==> config.mk <==
export PLATFORM = sky130hd
export DESIGN_NAME = spl_rd_arbiter
export DESIGN_NICKNAME = d
export VERILOG_FILES = /design/src/rtl/spl_rd_pkg.sv /design/src/rtl/spl_rd_arbiter_rr.sv /design/src/rtl/spl_rd_arbiter.sv
export SDC_FILE = /design/constraint.sdc
export NUM_CORES = 1
export LEC_CHECK = 0
export BUFFER_PORTS_ARGS = -buffer_cell sky130_fd_sc_hd__buf_4
export CAP_MARGIN = 20
export CORE_AREA = 5 5 521 523
export CTS_CLUSTER_DIAMETER = 150
export DETAILED_ROUTE_END_ITERATION = 16
export DIE_AREA = 0 0 526 528
export GPL_ROUTABILITY_DRIVEN = 0
export SLEW_MARGIN = 10
export SYNTH_ARGS = -nofsm -noshare
export SYNTH_HDL_FRONTEND = slang
export SYNTH_HIERARCHICAL = 1
export SYNTH_SLANG_ARGS = --single-unit
==> constraint.sdc <==
create_clock -name clk -period 19.1 [get_ports clk]
set_input_delay 2.865 -clock clk [delete_from_list [all_inputs] [get_ports clk]]
set_output_delay 2.865 -clock clk [all_outputs]
set_load 0.005 [all_outputs]
==> src/rtl/spl_rd_pkg.sv <==
// Shared definitions for the SPL read-request arbiter.
//   - Field offsets for the SPL TX read header and the RX response header.
//   - RDLINE request type code.
//   - mdata packing: {4'b0, port[1:0], tag[7:0]} travels with the request
//     and comes back in the response header, so responses can be routed.
//   - Arbiter FSM state type.
//   - build_rd_hdr(): assembles a complete TX read header.
package spl_rd_pkg;

  localparam int TXHDR_W      = 99;
  localparam int TX_TYPE_LSB  = 52;
  localparam int TX_TYPE_W    = 4;
  localparam int TX_ADDR_LSB  = 14;
  localparam int TX_ADDR_W    = 32;
  localparam int TX_MDATA_LSB = 0;
  localparam int MDATA_W      = 14;
  localparam int MD_PORT_W    = 2;
  localparam int MD_TAG_W     = 8;

  localparam logic [TX_TYPE_W-1:0] TX_TYPE_RDLINE = 4'h4;

  // The response header echoes mdata in its low bits.
  localparam int RX_TAG_LSB  = 0;
  localparam int RX_TAG_W    = MD_TAG_W;
  localparam int RX_PORT_LSB = 8;
  localparam int RX_PORT_W   = MD_PORT_W;

  typedef enum logic [1:0] {
    ST_IDLE  = 2'd0,
    ST_RUN   = 2'd1,
    ST_DRAIN = 2'd2
  } rd_state_t;

  function automatic logic [MDATA_W-1:0] pack_mdata(
    input logic [MD_PORT_W-1:0] port,
    input logic [MD_TAG_W-1:0]  tag
  );
    return {4'b0000, port, tag};
  endfunction

  function automatic logic [TXHDR_W-1:0] build_rd_hdr(
    input logic [TX_ADDR_W-1:0] addr,
    input logic [MD_PORT_W-1:0] port,
    input logic [MD_TAG_W-1:0]  tag
  );
    logic [TXHDR_W-1:0] hdr;
    hdr = '0;
    hdr[TX_TYPE_LSB  +: TX_TYPE_W] = TX_TYPE_RDLINE;
    hdr[TX_ADDR_LSB  +: TX_ADDR_W] = addr;
    hdr[TX_MDATA_LSB +: MDATA_W]   = pack_mdata(port, tag);
    return hdr;
  endfunction

endpackage

==> src/rtl/spl_rd_arbiter_rr.sv <==
// Round-robin selector.
//   clk, rst   : clock, asynchronous active-high reset
//   req_i      : per-requester request (already qualified by the caller)
//   advance_i  : a grant was taken this cycle; move the pointer to it
//   gnt_o      : one-hot (or zero) grant, combinational from req_i
// The winner is the lowest requesting index strictly after the last
// granted index, wrapping. The pointer resets to NUM_REQ-1 so that
// requester 0 wins first.
module rr_arbiter #(
  parameter int NUM_REQ = 4
) (
  input  logic               clk,
  input  logic               rst,
  input  logic [NUM_REQ-1:0] req_i,
  input  logic               advance_i,
  output logic [NUM_REQ-1:0] gnt_o
);

  localparam int PTR_W = (NUM_REQ > 1) ? $clog2(NUM_REQ) : 1;

  logic [PTR_W-1:0] last_q;
  logic [PTR_W-1:0] last_d;
  logic [PTR_W-1:0] cand;
  logic             found;

  function automatic logic [PTR_W-1:0] wrap_idx(
    input logic [PTR_W-1:0] base,
    input int               off
  );
    int s;
    s = (int'(base) + off) % NUM_REQ;
    return PTR_W'(s);
  endfunction

  always_comb begin
    gnt_o  = '0;
    last_d = last_q;
    cand   = '0;
    found  = 1'b0;
    for (int k = 1; k <= NUM_REQ; k++) begin
      cand = wrap_idx(last_q, k);
      if (!found && req_i[cand]) begin
        gnt_o[cand] = 1'b1;
        last_d      = cand;
        found       = 1'b1;
      end
    end
  end

  always_ff @(posedge clk or posedge rst) begin
    if (rst) begin
      last_q <= PTR_W'(NUM_REQ - 1);
    end else if (advance_i) begin
      last_q <= last_d;
    end
  end

endmodule

==> src/rtl/spl_rd_arbiter.sv <==
// SPL read-request arbiter.
// Multiplexes NUM_REQ read requesters onto the single SPL TX read channel
// and routes RX read responses back to the requester encoded in mdata.
//   clk, spl_reset          : clock, asynchronous active-high reset
//   spl_enable              : high = run; low = stop granting and drain
//   spl_tx_rd_almostfull    : TX back-pressure, blocks all grants
//   afu_tx_rd_valid/_hdr    : registered TX read request (1 cycle after grant)
//   spl_rx_rd_valid/_hdr0/_data : RX read response
//   req_valid/_ready/_addr/_tag : per-requester request handshake
//   rsp_valid/_tag/_data    : registered, one-hot routed response
//   idle                    : nothing outstanding and nothing being issued
//   err                     : sticky, set by any response that cannot be routed
module spl_rd_arbiter
  import spl_rd_pkg::*;
#(
  parameter int NUM_REQ     = 4,
  parameter int MAX_OUTST   = 32,
  parameter int ADDR_W      = 32,
  parameter int TAG_W       = 8,
  parameter int TXHDR_WIDTH = 99,
  parameter int RXHDR_WIDTH = 24,
  parameter int CACHE_WIDTH = 512
) (
  input  logic                       clk,
  input  logic                       spl_reset,
  input  logic                       spl_enable,
  input  logic                       spl_tx_rd_almostfull,
  output logic                       afu_tx_rd_valid,
  output logic [TXHDR_WIDTH-1:0]     afu_tx_rd_hdr,
  input  logic                       spl_rx_rd_valid,
  input  logic [RXHDR_WIDTH-1:0]     spl_rx_hdr0,
  input  logic [CACHE_WIDTH-1:0]     spl_rx_data,
  input  logic [NUM_REQ-1:0]         req_valid,
  output logic [NUM_REQ-1:0]         req_ready,
  input  logic [NUM_REQ*ADDR_W-1:0]  req_addr,
  input  logic [NUM_REQ*TAG_W-1:0]   req_tag,
  output logic [NUM_REQ-1:0]         rsp_valid,
  output logic [TAG_W-1:0]           rsp_tag,
  output logic [CACHE_WIDTH-1:0]     rsp_data,
  output logic                       idle,
  output logic                       err
);

  localparam int CNT_W = $clog2(MAX_OUTST + 1);

  rd_state_t              state_q;
  logic [CNT_W-1:0]       cnt_q [NUM_REQ];
  logic                   afu_tx_rd_valid_q;
  logic [TXHDR_WIDTH-1:0] afu_tx_rd_hdr_q;
  logic [TXHDR_WIDTH-1:0] afu_tx_rd_hdr_d;
  logic [NUM_REQ-1:0]     rsp_valid_q;
  logic [TAG_W-1:0]       rsp_tag_q;
  logic [CACHE_WIDTH-1:0] rsp_data_q;
  logic                   err_q;

  logic [NUM_REQ-1:0]     elig;
  logic [NUM_REQ-1:0]     gnt;
  logic [NUM_REQ-1:0]     inc;
  logic [NUM_REQ-1:0]     dec;
  logic                   all_zero;
  logic [RX_PORT_W-1:0]   rx_port;
  logic                   rx_routable;

  // Header bits above the port field carry nothing this block uses.
  logic unused_rx_hdr_bits;
  assign unused_rx_hdr_bits = ^spl_rx_hdr0[RXHDR_WIDTH-1:RX_PORT_LSB+RX_PORT_W];

  // Grant qualification: requests only compete while running, unthrottled
  // and below their outstanding limit.
  always_comb begin
    elig = '0;
    for (int i = 0; i < NUM_REQ; i++) begin
      elig[i] = req_valid[i] && (cnt_q[i] < CNT_W'(MAX_OUTST)) &&
                (state_q == ST_RUN) && !spl_tx_rd_almostfull;
    end
  end

  rr_arbiter #(
    .NUM_REQ (NUM_REQ)
  ) u_rr (
    .clk       (clk),
    .rst       (spl_reset),
    .req_i     (elig),
    .advance_i (|gnt),
    .gnt_o     (gnt)
  );

  assign req_ready = gnt;
  assign inc       = gnt & req_valid;

  always_comb begin
    afu_tx_rd_hdr_d = '0;
    for (int i = 0; i < NUM_REQ; i++) begin
      if (gnt[i]) begin
        afu_tx_rd_hdr_d = TXHDR_WIDTH'(build_rd_hdr(
                            TX_ADDR_W'(req_addr[i*ADDR_W +: ADDR_W]),
                            MD_PORT_W'(i),
                            MD_TAG_W'(req_tag[i*TAG_W +: TAG_W])));
      end
    end
  end

  // A response is routable only when its port names a real requester that
  // actually has a read outstanding; a port >= NUM_REQ matches no index.
  assign rx_port = spl_rx_hdr0[RX_PORT_LSB +: RX_PORT_W];

  always_comb begin
    dec = '0;
    for (int i = 0; i < NUM_REQ; i++) begin
      dec[i] = spl_rx_rd_valid && (rx_port == RX_PORT_W'(i)) && (cnt_q[i] != '0);
    end
  end

  assign rx_routable = |dec;

  always_comb begin
    all_zero = 1'b1;
    for (int i = 0; i < NUM_REQ; i++) begin
      if (cnt_q[i] != '0) all_zero = 1'b0;
    end
  end

  // Outstanding counters: a grant and a routed response to the same
  // requester in one cycle cancel out.
  always_ff @(posedge clk or posedge spl_reset) begin
    if (spl_reset) begin
      for (int i = 0; i < NUM_REQ; i++) cnt_q[i] <= '0;
    end else begin
      for (int i = 0; i < NUM_REQ; i++) begin
        if (inc[i] && !dec[i]) begin
          cnt_q[i] <= cnt_q[i] + CNT_W'(1);
        end else if (dec[i] && !inc[i]) begin
          cnt_q[i] <= cnt_q[i] - CNT_W'(1);
        end
      end
    end
  end

  // Run/drain control. A returning enable during drain resumes directly.
  always_ff @(posedge clk or posedge spl_reset) begin
    if (spl_reset) begin
      state_q <= ST_IDLE;
    end else begin
      case (state_q)
        ST_IDLE:  if (spl_enable) state_q <= ST_RUN;
        ST_RUN:   if (!spl_enable) state_q <= ST_DRAIN;
        ST_DRAIN: begin
          if (spl_enable)    state_q <= ST_RUN;
          else if (all_zero) state_q <= ST_IDLE;
        end
        default:  state_q <= ST_IDLE;
      endcase
    end
  end

  always_ff @(posedge clk or posedge spl_reset) begin
    if (spl_reset) begin
      afu_tx_rd_valid_q <= 1'b0;
      afu_tx_rd_hdr_q   <= '0;
      rsp_valid_q       <= '0;
      rsp_tag_q         <= '0;
      rsp_data_q        <= '0;
      err_q             <= 1'b0;
    end else begin
      afu_tx_rd_valid_q <= |inc;
      if (|inc) afu_tx_rd_hdr_q <= afu_tx_rd_hdr_d;
      rsp_valid_q <= dec;
      if (rx_routable) begin
        rsp_tag_q  <= TAG_W'(spl_rx_hdr0[RX_TAG_LSB +: RX_TAG_W]);
        rsp_data_q <= spl_rx_data;
      end
      if (spl_rx_rd_valid && !rx_routable) err_q <= 1'b1;
    end
  end

  assign afu_tx_rd_valid = afu_tx_rd_valid_q;
  assign afu_tx_rd_hdr   = afu_tx_rd_hdr_q;
  assign rsp_valid       = rsp_valid_q;
  assign rsp_tag         = rsp_tag_q;
  assign rsp_data        = rsp_data_q;
  assign err             = err_q;

  // A request registered for TX this cycle counts as activity even though
  // the counters already include it.
  assign idle = (state_q == ST_IDLE) ||
                ((state_q == ST_RUN) && all_zero && !afu_tx_rd_valid_q);

endmodule

# After elaboration in Yosys (flattened, before gate mapping)

Cells that the tools add are included.

Bits in registers: 653
Word-level logic and storage cells: 165
Input port bits: 705

Add/sub/neg operators: 12
Muxes and demuxes: 48
Equality and inequality tests: 8
Order comparisons: 12
Bitwise operators: 4
Reduce and logical (&&, ||, !) cells: 69

Operator list:

| operator            | number |
|---|---|
| $mux 99             | 3 |
| $mux 55             | 1 |
| $mux 6              | 8 |
| $logic_and 1x1->1   | 38 |
| $add 6x1->6 const B | 4 |
| $lt 6x6->1 const B  | 4 |
| $reduce_bool 6->1   | 4 |
| $sub 6x1->6 const B | 4 |
| $mux 2              | 8 |
| $mux 4              | 4 |
| $mux 1              | 15 |
| $logic_not 1->1     | 14 |
| $lt 2x3->1 const B  | 4 |
| $or 4x4->4          | 3 |
| $reduce_or 4->1     | 3 |
| $bmux 1 s2          | 4 |
| $demux 1 s2         | 4 |
| $ge 2x1->1 const B  | 4 |
| $reduce_bool 2->1   | 4 |
| $eq 2x2->1 const B  | 3 |
| $pmux 2 s3          | 1 |
| $add 2x1->2 const B | 2 |
| $add 2x2->2 const B | 2 |
| $and 4x4->4         | 1 |
| other kinds (8)     | 11 |

# Longest topological paths before layout

Gate-level depths: netlist of the first run.

Depth after elaboration: 21
Gate-level depth with buffers: 16
Mapped depth without buffers: 15

# Hierarchy

The synthesis of the first run kept the hierarchy.

By module, submodules not included:

| module         | times used | sequential area each (um^2) | cells an instance | area each (um^2) |
|---|---|---|---|---|
| spl_rd_arbiter | 1          | 14889.3                     | 1663              | 24259.5 |
| rr_arbiter     | 1          | 52.6                        | 52                | 520.5 |

# Least setup slack after synthesis of the first run

No wires, ideal clock.

Kind: input to output
Start: input spl_tx_rd_almostfull
End: output req_ready[1]
Data arrival time: 4.499 ns
Stages on the path: 6
Setup slack: 11.736 ns
Path buffers: 0
Cell sequence: or2_2 -> nor3b_1 -> mux4_1 -> nor2b_4 -> a221oi_1 -> o21ai_1

Longest elaborated chain between the ends: 14

Ends and longest elaborated chain:

| element                      | line                    | text |
|---|---|---|
| start, declared              | spl_rd_arbiter.sv:27    | `input logic spl_tx_rd_almostfull,` |
| $logic_not 1->1 (*)          | spl_rd_arbiter.sv:74    | `(state_q == ST_RUN) && !spl_tx_rd_almostfull;` |
| $logic_and 1x1->1 (*)        | spl_rd_arbiter.sv:74    |  |
| named net elig[2]            | spl_rd_arbiter.sv:56    | `logic [NUM_REQ-1:0] elig;` |
| $bmux 1 s2                   | spl_rd_arbiter_rr.sv:42 | `if (!found && req_i[cand]) begin` |
| $mux 1 (implied by the code) | spl_rd_arbiter_rr.sv:42 |  |
| $mux 1                       | spl_rd_arbiter_rr.sv:42 |  |
| $logic_not 1->1              | spl_rd_arbiter_rr.sv:42 |  |
| $logic_and 1x1->1            | spl_rd_arbiter_rr.sv:42 |  |
| $mux 1                       | spl_rd_arbiter_rr.sv:42 |  |
| $logic_not 1->1              | spl_rd_arbiter_rr.sv:42 |  |
| $logic_and 1x1->1            | spl_rd_arbiter_rr.sv:42 |  |
| $mux 1                       | spl_rd_arbiter_rr.sv:42 |  |
| $logic_not 1->1              | spl_rd_arbiter_rr.sv:42 |  |
| $logic_and 1x1->1            | spl_rd_arbiter_rr.sv:42 |  |
| $mux 4 (*)                   | spl_rd_arbiter_rr.sv:42 |  |
| end, declared                | spl_rd_arbiter.sv:34    | `output logic [NUM_REQ-1:0] req_ready,` |

Mark *: on every way through the listed nets, which the timed path passes. The rest lies on a longest branch. The select of a mux whose other input is x is not followed.

# Final worst setup path of the first run

Start: input spl_tx_rd_almostfull
End: output req_ready[2]

The elaborated chain is that of the path after synthesis.

==> impl_results.rst, run 1 <==
.. list-table::
   :header-rows: 1

   * - Metric
     - Value
   * - Relative area change from synthesis to final layout
     - 66.0%
   * - Post-route setup slack
     - 10560 ps
   * - Overall fraction of global-route tracks in use
     - 12.7%
   * - First-pass iteration count of the detailed router
     - 4
   * - #FFs+latches synth
     - 597
   * - Portion of total power attributed to sequential cells
     - roughly 34%
   * - Clock Sinks
     - approximately 600
   * - Cell internal pwr
     - roughly 3.5 mW
   * - Postcts setup bufs
     - 0
   * - Number of top-level pins
     - roughly 1300
   * - Most used DFF post-synth
     - dfrtp_1
   * - Share of power burned in combinational logic
     - between 30% and 40%
   * - Total power after layout
     - about 5.3 mW
   * - Data required time of the critical path
     - approximately 16000 ps
   * - Max-slew violation count
     - 0
   * - Initial antenna violation count
     - approximately 220
   * - Detailed placer's ending HPWL
     - around 160 mm
   * - Clock power frac
     - 30.5%
   * - Post-route fraction of the period consumed by the critical path
     - around 45%
   * - Worst-case headroom to the max-slew limit
     - 32.2%
   * - Crit path time final
     - 8540 ps
   * - Number of placed instances with taps included
     - roughly 6500
   * - Floorplan die area
     - approximately 280000 um2
   * - Count of hold-fix buffers inserted at cts
     - 0
   * - Max VDD drop
     - between 0.09 and 0.1 mV
   * - Initial core utilization
     - a little under a tenth
   * - Layout Skew
     - 77.9 ps
   * - Synth Instances
     - 1715
   * - Power density over the cells
     - about 130 nW/um2
   * - Avg Cell Area, Syn
     - ~14 um2
   * - Root buffer cell
     - clkbuf_16
   * - DRC errors left
     - 0
   * - Hold WC Path Type
     - reg -> reg
   * - Number of buffers between clock root and the deepest sink
     - 4
   * - Count of port buffers added during placement
     - approximately 1300
   * - GRT overflow
     - 0
   * - Initial drt markers
     - between 800 and 900
   * - Global-route wire length before repair
     - 228 mm
   * - Vias in the first global route
     - roughly 21000
   * - Seq/Total Area, Yosys
     - between 60% and 70%
   * - TritonCTS clock tree
     - done
   * - Maximum clock frequency
     - 117 MHz
   * - Post-DR wirelength/cell
     - 27.7 um
   * - Endpoint arrival time on the critical path
     - between 5000 and 6000 ps
   * - Highest net fanout along the worst path
     - 48
   * - Number of gates resized after cts
     - 0
   * - Clock Latency Late Sink
     - approximately 800 ps
   * - Ratio of cells with drive above 1 in the final layout
     - around half
   * - Via/cell ratio
     - between 3 and 4
   * - Number of endpoints failing setup at the final stage
     - 0
   * - Classification of the worst setup path
     - in -> out
   * - Total vias in the final route
     - 20468
   * - Depth of the CTS H-tree
     - 3
   * - Post-place setup slack
     - approximately 11000 ps
   * - Die width
     - approximately 530 um
   * - Area occupied by registers
     - 14900 um2
   * - Total standard cell area after synthesis
     - around 25000 um2
   * - Pin count of the biggest net entering global routing
     - 140
   * - Leakage Power
     - about 18 nW
   * - Clock buffers created by TritonCTS
     - between 80 and 90
   * - Number of warnings printed during yosys synthesis
     - 6
   * - Footprint of the multi-input gates
     - 9070 um2
   * - CP endpoint kind
     - primary output
   * - Count of final hold-check violations
     - 0
   * - CTS clock-pin slew for the worst setup and hold paths
     - approximately 60 ps
   * - Startpoint types
     - input pin
   * - Floorplan core area
     - 266000 um2
   * - Commonest non-fill, non-tap cell in the layout
     - buf_4
   * - Residual antenna-violating net count after detailed routing
     - 0
   * - Setup repair after global routing missed its margin
     - no
   * - Filler Cell Count
     - between 20000 and 30000
   * - Die Span Y
     - ~530 um
   * - Max Cap Violations
     - 0
   * - Number of nets in the finished design
     - 3729
   * - Site row count
     - 190
   * - Switching power
     - ~1.9 mW
   * - Final-layout setup total negative slack
     - 0 ps
   * - Result of the run
     - complete, no violations
   * - Commonest cells after routing, fill and taps aside
     - buf_4, dfrtp_1, mux2_1, nor2_1, clkbuf_16
   * - Slew at the pin closest to its max-slew limit
     - approximately 1000 ps
   * - Number of flops mapped to enable cells by yosys
     - 0
   * - Post-layout instance count excluding filler cells
     - roughly 6700
   * - Aggregate routed wire length
     - about 180 mm
   * - Post-synth ARST share
     - between 90% and 100%
   * - Switching part of the total
     - a little over a third
   * - Distinct cells, synth
     - 52
## layout make-up
cell class,instances,share of cell area [%]
well taps,3552,10.8
multi-input cells,1008,22.1
inverters,13,0.128
flip-flops and latches,597,36.3
clock inverters,40,1.12
diodes,43,0.262
clock buffers,111,5.73
repair buffers,1287,23.6
## registers in the layout (all words and copies together) (netlist names)
name and cells:
afu_tx_rd_valid 1, u_rr/last_q 2, cnt_q 24, rsp_valid 4, rsp_data 512, rsp_tag 8
afu_tx_rd_hdr 43, err 1, state_q 2
## metrics by stage
| stage | hold WS [ps] | utilization [%] | area, um2 |
|---|---|---|---|
| after detailed placement | 462 | 14.3 | 38200 |
| final | 480 | 15.4 | 41100 |
| after CTS | 477 | 15.4 | 41000 |
| after global placement | 450 | 14.3 | 38200 |
| after floorplan | 451 | - | 25000 |
| after global routing | 488 | 15.4 | 41100 |
## critical path, stage by stage
cell and delay, ps:
buf_4 110, or2_2 340, nor3b_1 550, mux4_1 460, nor2b_4 260, a221oi_1 160
o21ai_4 160, buf_4 520, buf_4 230
## cells by family after synthesis
group,count (synthesis),synth area share (%)
AOI/OAI and AO/OA,187,5.20
xor gates and xnor gates,20,0.707
adders and majority gates,32,1.74
buffers and inverters,165,4.09
DFF,597,60.3
muxes,534,24.5
other,1,0.0151
and+or+nand+nor,179,3.43
## final timing paths
path,slack [ps],endpoint,from,cells after the start
max,10560,req_ready[2],spl_tx_rd_almostfull,9
min,480,afu_tx_rd_hdr[54],afu_tx_rd_hdr[54],1
max reg2reg,14000,cnt_q[11],u_rr/last_q[0],15
min reg2reg,480,afu_tx_rd_hdr[54],afu_tx_rd_hdr[54],1
max in group asynchronous,13630,rsp_data[323],spl_reset,6
min in group asynchronous,2160,u_rr/last_q[0],spl_reset,2
## cells in the mapped netlist, types with 4 or more instances
| cell | number | share of area (%) |
|---|---|---|
| mux2_1 | 500 | 23 |
| xor2_1 | 8 | 0.28 |
| xnor2_1 | 12 | 0.42 |
| clkbuf_1 | 31 | 0.47 |
| o21ai_0 | 19 | 0.38 |
| a22oi_1 | 39 | 1.2 |
| or4_1 | 4 | 0.12 |
| dfrtp_1 | 595 | 60 |
| o21ai_1 | 4 | 0.081 |
| a211oi_1 | 4 | 0.12 |
| nor4_1 | 15 | 0.38 |
| nand2_1 | 32 | 0.48 |
| nor2b_1 | 7 | 0.18 |
| nand2b_1 | 5 | 0.13 |
| ha_1 | 28 | 1.4 |
| a21o_1 | 9 | 0.27 |
| and2_1 | 4 | 0.10 |
| mux2_2 | 27 | 1.2 |
| a21oi_1 | 53 | 1.1 |
| buf_2 | 25 | 0.50 |
| buf_1 | 4 | 0.061 |
| nor2_1 | 92 | 1.4 |
| inv_1 | 13 | 0.20 |
| a221oi_1 | 44 | 1.6 |
| nor3b_1 | 4 | 0.12 |
| o21a_1 | 5 | 0.15 |
| buf_6 | 5 | 0.23 |
| fa_1 | 4 | 0.32 |
| buf_4 | 87 | 2.6 |
## power groups by stage
stage	clock, mW	combinational [mW]	sequential (mW)
5_1_grt	1.76	2.04	1.89
4_1_cts	1.71	1.95	1.84
3_3_place_gp	0	1.91	1.84
3_5_place_dp	0	1.94	1.86
2_1_floorplan	0	0.748	1.85
6_report	1.63	1.88	1.84
## metal layers
layer  vias to the layer above  global-route usage, %  share of wire [%]
li1                       8699                      -                  -
met1                      9942                   11.8                 32
met2                      1221                   20.2                 45
met3                       444                   10.8                 18
met4                       162                   4.63                4.5
met5                         -                      0               0.55
Note: power is estimated with default switching activity, not from simulation.
==> run 2: changes to the inputs <==
- ABC_AREA: not set -> 1
- CORE_AREA: 5 5 521 523 -> 5 5 515 517
- DIE_AREA: 0 0 526 528 -> 0 0 520 522
- clock period: 19.1 -> 8.19 ns (I/O delays scaled with it)
==> run 2 against run 1 <==
  * Synthesized cell count grew 82%
  * Clock skew decreased by 49 ps
  * Critical path depth increased by 4
  * Critical endpoint unchanged
  * Largest power group unchanged
==> impl_results.rst, run 2 <==
.. list-table::
   :header-rows: 1

   * - Metric
     - Value
   * - Initial drt markers
     - 1925
   * - Final-layout setup total negative slack
     - 0 ps
   * - Post-route setup slack
     - 3290 ps
   * - Floorplan core area
     - about 260000 um2
   * - Number of flops mapped to enable cells by yosys
     - 0
   * - Filler Cell Count
     - 29679
   * - Max Cap Violations
     - 0
   * - Worst-case headroom to the max-slew limit
     - approximately a third
   * - Detailed placer's ending HPWL
     - 179 mm
   * - Distinct cells, synth
     - 28
   * - Root buffer cell
     - clkbuf_16
   * - Endpoint arrival time on the critical path
     - between 3000 and 4000 ps
   * - Post-route fraction of the period consumed by the critical path
     - about three fifths
   * - Depth of the CTS H-tree
     - 3
   * - Data required time of the critical path
     - 6960 ps
   * - Maximum clock frequency
     - 204 MHz
   * - Power density over the cells
     - 349 nW/um2
   * - CP endpoint kind
     - primary output
   * - Max VDD drop
     - 0.384 mV
   * - Number of placed instances with taps included
     - 7674
   * - Most frequent cells after synthesis
     - nand2_1, dfrtp_1, nor2_1
   * - Aggregate routed wire length
     - between 200 and 250 mm
   * - Postcts setup bufs
     - 0
   * - Top cells by area in the synthesized netlist
     - dfrtp_1, nand2_1, buf_4
   * - Residual antenna-violating net count after detailed routing
     - 0
   * - Post-layout utilization of the core
     - between 10% and 20%
   * - Initial core utilization
     - ~9.8%
   * - Site row count
     - 188
   * - Most used DFF post-synth
     - dfrtp_1
   * - Total vias in the final route
     - 26016
   * - Overall fraction of global-route tracks in use
     - approximately 15%
   * - Count of final hold-check violations
     - 0
   * - Initial antenna violation count
     - between 300 and 400
   * - Final Instance Area
     - 41600 um2
   * - Clock buffers created by TritonCTS
     - 87
   * - Max-slew violation count
     - 0
   * - DRC errors left
     - 0
   * - Dominant cell by count in the synthesized netlist
     - nand2_1
   * - Number of top-level pins
     - 1335
   * - Post-layout instance count excluding filler cells
     - ~7900
   * - Area leader, netlist
     - dfrtp_1
   * - Crit path time final
     - just under 5000 ps
   * - Share of synthesized cell area in full adder, half adder and majority cells
     - about 1.7%
   * - Global-route wire length before repair
     - 259 mm
   * - Die Span Y
     - 522 um
   * - Number of endpoints failing setup at the final stage
     - 0
   * - Post-synth ARST share
     - 100%
   * - Result of the run
     - complete, no violations
   * - Seq/Total Area, Yosys
     - 58.4%
   * - Via/cell ratio
     - approximately 3.3
   * - Flip-flop count of the largest register after layout
     - around 510
   * - Placed cell areas
     - slightly below 40000 um2
   * - Combinational family with the most area after synthesis
     - simple AND/OR/NAND/NOR gates
   * - Layout Skew
     - 28.7 ps
   * - Clock Latency Late Sink
     - slightly above 700 ps
   * - Top cell type's share of synthesized area
     - ~58%
   * - Count of hold-fix buffers inserted at cts
     - 0
   * - Post-place setup slack
     - ~2800 ps
   * - Leakage Power
     - 21.5 nW
   * - Compound-gate portion of the synthesized area
     - about 1.5%
   * - Vias in the first global route
     - around 24000
   * - Hold WC Path Type
     - reg -> reg
   * - Synthesized-area fraction occupied by and/or/nand/nor cells
     - 32.2%
   * - Number of nets in the finished design
     - ~5000
   * - Xor/xnor cell area share of the yosys netlist
     - less than 1%
   * - Total standard cell area after synthesis
     - 25600 um2
   * - Number of gates resized after cts
     - 0
   * - Pin count of the biggest net entering global routing
     - 153
   * - Commonest cells after routing, fill and taps aside
     - nand2_1, buf_4, dfrtp_1, nor2_1, clkbuf_16
   * - Classification of the worst setup path
     - in -> out
   * - Ratio of cells with drive above 1 in the final layout
     - about a third
   * - Synth Instances
     - between 3000 and 4000
   * - Number of warnings printed during yosys synthesis
     - 6
   * - Number of buffers between clock root and the deepest sink
     - 3
   * - GRT overflow
     - 0
   * - Post-DR wirelength/cell
     - 26.6 um
   * - Slew at the pin closest to its max-slew limit
     - 1010 ps
   * - Setup repair after global routing missed its margin
     - no
   * - Floorplan die area
     - 271000 um2
   * - Highest net fanout along the worst path
     - 43
   * - Avg Cell Area, Syn
     - between 8 and 9 um2
   * - Mux cell area share after synthesis
     - 0%
   * - #FFs+latches synth
     - roughly 600
   * - Clock Sinks
     - just under 600
   * - Die width
     - between 500 and 600 um
   * - Commonest non-fill, non-tap cell in the layout
     - nand2_1
   * - Startpoint types
     - input pin
   * - CTS clock-pin slew for the worst setup and hold paths
     - around 60 ps
   * - Relative area change from synthesis to final layout
     - 62.6%
   * - First-pass iteration count of the detailed router
     - 5
   * - Count of port buffers added during placement
     - ~1300
   * - TritonCTS clock tree
     - done
==> run 2: changes by cell type in the layout (fill, tap and decap cells not counted), sizes merged, moves of 15 or more <==
cell    before   now
a221oi      44     0
a22oi       39     0
inv         20    76
mux2       527     0
nand2       32  1874
nand3        3    83
nor2        92   166
nor4        15     0
==> run 2: cell families after synthesis <==
| group | Yosys count |
|---|---|
| AO/OA/AOI/OAI | 74 |
| adder cells (fa/ha/maj) | 32 |
| XOR/XNOR | 8 |
| buffers and inverters | 279 |
| other | 1 |
| flip-flops | 597 |
| AND/OR/NAND/NOR | 2130 |
==> run 2: layer usage <==
metal | vias to the layer above | global-route usage, % | share of wire (%)
met3 | 442 | 10.4 | 16
li1 | 11901 | - | -
met1 | 11955 | 16.7 | 38
met5 | - | 0 | 0.45
met2 | 1570 | 21.8 | 42
met4 | 148 | 4.81 | 3.6
==> run 2: cell type report <==
type | instances | area, um2 | share of cell area (%)
Sequential cell | 597 | 14900 | 35.9
Timing Repair Buffer | 1284 | 9800 | 23.6
Multi-Input combinational cell | 2300 | 9350 | 22.5
Tap cell | 3420 | 4280 | 10.3
Clock buffer | 120 | 2450 | 5.90
Clock inverter | 37 | 377 | 0.905
Inverter | 74 | 282 | 0.677
Antenna cell | 50 | 125 | 0.301
==> run 2: power by group <==
group / switching, mW / internal [mW] / leakage (nW) / total (mW)
registers: 0.607 / 3.95 / 7.29 / 4.56
logic: 3.71 / 2.41 / 12.8 / 6.12
clock network: 1.66 / 2.20 / 1.37 / 3.86
total: 5.98 / 8.56 / 21.5 / 14.5
==> run 2: path summary, 6_finish.rpt <==
path / cells after the start / start / endpoint / slack, ps
setup reg to reg: 23 / state_q[0] / cnt_q[9] / 4010
hold / removal: 2 / err / err / 470
hold reg to reg: 2 / err / err / 470
max in group asynchronous: 4 / spl_reset / rsp_data[449] / 5520
setup / recovery: 13 / spl_tx_rd_almostfull / req_ready[2] / 3290
min in group asynchronous: 2 / spl_reset / u_rr/last_q[1] / 580
==> run 2: worst max-delay path: stages <==
cell     delay [ps]
buf_4           100
inv_1            60
nand2_1         100
nor3b_1         550
inv_1            90
nand2_1         100
nand3_1          80
nand2_1         140
nand2_4          90
o21ai_1         130
nor2_1           60
nand2_2         690
buf_4           240
==> run 2: stage by stage <==
step	total power, mW	hold WS [ps]
6_report	14.5	471
5_1_grt	15.6	488
4_1_cts	15.0	475
3_5_place_dp	10.9	459
3_3_place_gp	10.9	451
2_1_floorplan	7.27	452
